<file path="src/rtl/echo_indication_serializer.sv">
// echo_indication_serializer
//   Buffers echo(v) indication calls in a small FIFO and serializes each one
//   into a framed 32-bit word stream for the host indication portal.
//   Message layout: header {METHOD_ID, payload word count}, then the payload
//   word v. When ECHO_IND_SEQ_EN is defined, a running sequence count word is
//   inserted between header and payload. The header count becomes 2.
// Ports
//   CLK        clock, all state on rising edge
//   nRST       asynchronous active-low reset
//   echo__ENA  indication call strobe, effective only while echo__RDY=1
//   echo_v     indication argument
//   echo__RDY  FIFO not full
//   msg_valid  msg_data holds a valid stream word
//   msg_data   stream word
//   msg_ready  consumer accepts the word when msg_valid & msg_ready
//   msg_last   final word of a message
//   drop_err   sticky: a call arrived while echo__RDY=0
module echo_indication_serializer #(
  parameter int          DEPTH     = 4,
  parameter logic [15:0] METHOD_ID = 16'd0
) (
  input  logic        CLK,
  input  logic        nRST,
  input  logic        echo__ENA,
  input  logic [31:0] echo_v,
  output logic        echo__RDY,
  output logic        msg_valid,
  output logic [31:0] msg_data,
  input  logic        msg_ready,
  output logic        msg_last,
  output logic        drop_err
);
  localparam int AW = $clog2(DEPTH);

`ifdef ECHO_IND_SEQ_EN
  localparam logic [15:0] LEN = 16'd2;
  typedef enum logic [1:0] {IDLE, HDR, SEQ, PAY} state_t;
  logic [31:0] seq_cnt;
`else
  localparam logic [15:0] LEN = 16'd1;
  typedef enum logic [1:0] {IDLE, HDR, PAY} state_t;
`endif

  state_t      state, state_n;
  logic [31:0] mem [DEPTH];
  logic [AW:0] wr_ptr, rd_ptr, wr_ptr_n, rd_ptr_n;
  logic        full, wr_en, accept, pop, has_next;
  logic        valid_n, last_n;
  logic [31:0] data_n;

  assign full      = (wr_ptr[AW] != rd_ptr[AW]) && (wr_ptr[AW-1:0] == rd_ptr[AW-1:0]);
  assign echo__RDY = ~full;
  assign wr_en     = echo__ENA & ~full;
  assign accept    = msg_valid & msg_ready;
  assign pop       = accept && (state == PAY);
  assign wr_ptr_n  = wr_ptr + (AW+1)'(wr_en);
  assign rd_ptr_n  = rd_ptr + (AW+1)'(pop);
  // Occupancy after this edge's write and pop: lets a fresh call into an
  // empty FIFO and the next queued message start without a bubble.
  assign has_next  = (wr_ptr_n != rd_ptr_n);

  always_comb begin
    state_n = state;
    case (state)
      IDLE: if (has_next) state_n = HDR;
`ifdef ECHO_IND_SEQ_EN
      HDR:  if (accept) state_n = SEQ;
      SEQ:  if (accept) state_n = PAY;
`else
      HDR:  if (accept) state_n = PAY;
`endif
      PAY:  if (accept) state_n = has_next ? HDR : IDLE;
      default: state_n = IDLE;
    endcase
  end

  // Output words are produced from the next state so they are registered and
  // appear in the same cycle the FSM enters that state. While stalled the
  // state and head entry are unchanged, so the registers reload identical values.
  always_comb begin
    valid_n = (state_n != IDLE);
    last_n  = (state_n == PAY);
    data_n  = 32'd0;
    case (state_n)
      HDR:     data_n = {METHOD_ID, LEN};
`ifdef ECHO_IND_SEQ_EN
      SEQ:     data_n = seq_cnt;
`endif
      PAY:     data_n = mem[rd_ptr[AW-1:0]];
      default: data_n = 32'd0;
    endcase
  end

  always_ff @(posedge CLK or negedge nRST) begin
    if (!nRST) begin
      state     <= IDLE;
      wr_ptr    <= '0;
      rd_ptr    <= '0;
      msg_valid <= 1'b0;
      msg_last  <= 1'b0;
      msg_data  <= 32'd0;
      drop_err  <= 1'b0;
    end else begin
      state     <= state_n;
      wr_ptr    <= wr_ptr_n;
      rd_ptr    <= rd_ptr_n;
      msg_valid <= valid_n;
      msg_last  <= last_n;
      msg_data  <= data_n;
      drop_err  <= drop_err | (echo__ENA & full);
    end
  end

`ifdef ECHO_IND_SEQ_EN
  // Counts completed messages; wraps naturally at 32 bits.
  always_ff @(posedge CLK or negedge nRST) begin
    if (!nRST)    seq_cnt <= 32'd0;
    else if (pop) seq_cnt <= seq_cnt + 32'd1;
  end
`endif

  // Storage needs no reset: pointers define which entries are live.
  always_ff @(posedge CLK) begin
    if (wr_en) mem[wr_ptr[AW-1:0]] <= echo_v;
  end
endmodule

</file>
<file path="config.mk">
export PLATFORM = sky130hd
export DESIGN_NAME = echo_indication_serializer
export DESIGN_NICKNAME = d
export VERILOG_FILES = /design/src/rtl/echo_indication_serializer.sv
export SDC_FILE = /design/constraint.sdc
export NUM_CORES = 1
export LEC_CHECK = 0
export CORE_ASPECT_RATIO = 0.6
export CORE_MARGIN = 3
export CORE_UTILIZATION = 55
export CTS_BUF_LIST = sky130_fd_sc_hd__clkbuf_8
export CTS_CLUSTER_SIZE = 10
export DETAILED_ROUTE_END_ITERATION = 10
export PLACE_DENSITY = 0.84
export SETUP_SLACK_MARGIN = 0.05
export SYNTH_ARGS = -nofsm -noshare
export SYNTH_HDL_FRONTEND = slang
export SYNTH_SLANG_ARGS = --single-unit
</file>
<file path="constraint.sdc">
create_clock -name CLK -period 4.9 [get_ports CLK]
set_clock_uncertainty 0.15 [all_clocks]
set_input_delay 0.98 -clock CLK [delete_from_list [all_inputs] [get_ports CLK]]
set_output_delay 0.98 -clock CLK [all_outputs]
set_load 0.005 [all_outputs]
</file>
==> flow_summary_export.csv <==
group,metric,value,unit
timing,tightestPinTransition,1.08,ns
setup_path,required,5.14,ns
floorplanning,fp.dieArea,12700,um^2
clock_tree,ctsResizeCount,0,
global_route,grt_overflow_total,0,
run_status,status,"finished clean",
power,switchingPower,1.37,mW
timing,slew_viol_final,0,
global_route,grt_use_met3,6.64,%
timing,fmax,247,MHz
layout,area_growth,19.3,%
setup_path,end_kind,"register",
power,leakagePower,2.76,nW
timing,post-route-min-period,4.05,ns
clock_tree,cts_sinks,171,
logic_synthesis,synthCells,284,
route,ant_nets,0,
timing,fin_crit_sh,82.6,%
power,p_per_area,585,nW/um^2
logic_synthesis,syn_area,6260,um^2
global_route,grt_pass1_vias,3251,
power,seq_power_share,47.5,%
timing,hold_viol_final,0,
floorplanning,die_x,144,um
floorplanning,start_util,57.9,%
global_route,met2_usage,30.5,%
setup_path,start_kind,"register",
floorplanning,rows,29,
logic_synthesis,synth_area_leaders,"edfxtp_1 (61%), dfrtp_1 (17%), mux4_2 (12%)",
route,drc_errors,0,
global_route,top_usage_layer,"met2",
timing,finalSetupViolations,0,
logic_synthesis,synth_top_area_share,61.4,%
route,wire_per_inst,21.6,um
place,place_area,7090,um^2
floorplanning,core,10800,um^2
route,first_pass_iters,4,
power,irDropWorstVdd,0.297,mV
route,drtIter0Drc,164,
global_route,grt_pass1_wl,17.9,mm
timing,slew_headroom,27.7,%
timing,rsz0062_at_grt,"no",
clock_tree,cts_tree,"built",
logic_synthesis,yosysWarnings,0,
power,clockPowerShare,21.4,%
power,p_int,3.00,mW
clock_tree,ctsHoldBuffers,0,
logic_synthesis,yosys_register_bits,171,
logic_synthesis,synth.avg_cell_area,22.0,um^2
place,gp_congestion,0.789,
layout,stdcell_area,7470,um^2
route,vias_per_cell,5.73,
global_route,grtUsageMet1,27.5,%
route,routed_wl,11.2,mm
logic_synthesis,yosys.area.top_type,"edfxtp_1",
setup_path,crit_arrival,4.28,ns
clock_tree,post-cts-setup-buffers,0,
logic_synthesis,synthesis.nets,328,
route,vias,2966,
layout,drive_gt1_share,20.8,%
floorplanning,ios,72,
floorplanning,fp.dieH,88.6,um
timing,finalSetupTns,0,ns
clock_tree,clk_pin_slew,0.09,ns
logic_synthesis,ys_types,26,
clock_tree,ctsHtreeMaxLevel,4,
setup_path,crit_type,"reg2reg",
clock_tree,cts_buffer_depth,2,
setup_path,critical_path.max_fanout,31,
layout,antenna_cells,0,
global_route,grt_max_degree,44,
clock_tree,cts_made_buffers,17,
layout,fin_nets,410,
place,port_buffers,71,
clock_tree,cts-root-buf,"clkbuf_8",
layout,fillers,660,
power,pwr-share-comb,31.2,%
place,dp_hpwl,6.33,mm
run,maxCapViolCount,0,
clock_tree,clock_latency,0.46,ns
global_route,grt.total_usage,19.9,%
power,power_switching_share,31.3,%
logic_synthesis,ys_seq_area_share,78.6,%
hold_path,hp-class,"reg2reg",
global_route,grt_antenna_before_repair,0,
==> layout by cell type (no fill, tap or decap), drive strengths merged, types with 4 or more instances in the layout <==
| cell type | count |
|---|---|
| edfxtp | 128 |
| clkdlybuf4s50 | 70 |
| dfrtp | 43 |
| mux4 | 32 |
| and3 | 30 |
| clkbuf | 17 |
| inv | 10 |
| ha | 8 |
| xor2 | 7 |
| buf | 7 |
| clkinv | 4 |
==> power by group through the flow <==
stage / sequential, mW / clock (mW) / combinational, mW
2_1_floorplan: 2.09 / 0 / 0.899
3_3_place_gp: 2.09 / 0 / 1.34
3_5_place_dp: 2.10 / 0 / 1.38
4_1_cts: 2.08 / 0.947 / 1.38
5_1_grt: 2.11 / 1.02 / 1.49
6_report: 2.07 / 0.933 / 1.36
==> through the flow <==
step	power, mW	cells	hold slack, ns	setup WS [ns]	utilization (%)
3_5_place_dp	3.48	486	0.312	0.453	65.6
6_report	4.37	518	0.324	0.855	69.1
5_1_grt	4.62	518	0.348	0.533	69.1
4_1_cts	4.41	518	0.332	0.839	69.1
3_3_place_gp	3.43	486	0.306	0.627	65.6
2_1_floorplan	2.99	284	0.318	0.795	-
==> registers in the layout, summed over array words and instances (netlist names) <==
name       count
wr_ptr         3
msg_data      32
msg_last       1
state          2
rd_ptr         3
drop_err       1
msg_valid      1
mem          128
==> synthesized netlist by cell type (all sizes together) <==
master    n
inv       3
nor3      1
o21bai    1
ha        8
o31ai     1
clkbuf    6
nor2      1
dfrtp    43
or3       1
xnor2     1
buf       8
and3     30
nand2     2
nor2b     1
a21oi     2
mux4     32
mux2i     1
and2      1
o41a      1
nor3b     3
edfxtp  128
a21o      1
xor2      7
o41ai     1
==> final timing paths <==
kind / start / end / slack [ns] / depth (start not counted)
setup / recovery: wr_ptr[1] / msg_data[17] / 0.85 / 10
hold / removal: drop_err / drop_err / 0.32 / 1
min in group asynchronous: nRST / wr_ptr[2] / 0.58 / 1
setup reg to reg: wr_ptr[1] / msg_data[17] / 0.85 / 10
hold reg to reg: drop_err / drop_err / 0.32 / 1
max in group asynchronous: nRST / rd_ptr[0] / 3.29 / 1
==> kinds of logic after synthesis <==
group,Yosys count,synth area share [%]
flip-flops,171,78.6
AND/OR/NAND/NOR,40,4.00
AO/OA/AOI/OAI,7,0.980
XOR/XNOR,8,1.12
adder cells (fa/ha/maj),8,1.60
buffers and inverters,17,2.00
multiplexers,33,11.7
==> layout make-up <==
type                    instances  area [um^2]  share of cell area, %
flip-flops and latches        171         4920                   65.9
well taps                     139          174                   2.33
clock inverters                15          140                   1.88
repair buffers                 77          751                   10.1
inverters                       3         11.3                  0.151
multi-input cells              96         1230                   16.5
clock buffers                  17          234                   3.13
==> routing by layer <==
layer  part of all wire (%)  vias up
li1                       -     1296
met1                     43     1533
met2                     47      124
met3                    8.1       13
met4                   0.96        0
met5                      0        -
==> critical path: stages (launching register included) <==
cell and delay (ns):
dfrtp_1 0.46, xor2_1 0.21, o31ai_2 0.55, inv_1 0.10
ha_1 0.20, ha_1 0.19, xor2_1 0.22, xor2_1 0.15
o41ai_1 0.53, ha_1 0.91, and3_1 0.30
Note: power is estimated with default switching activity, not from simulation.
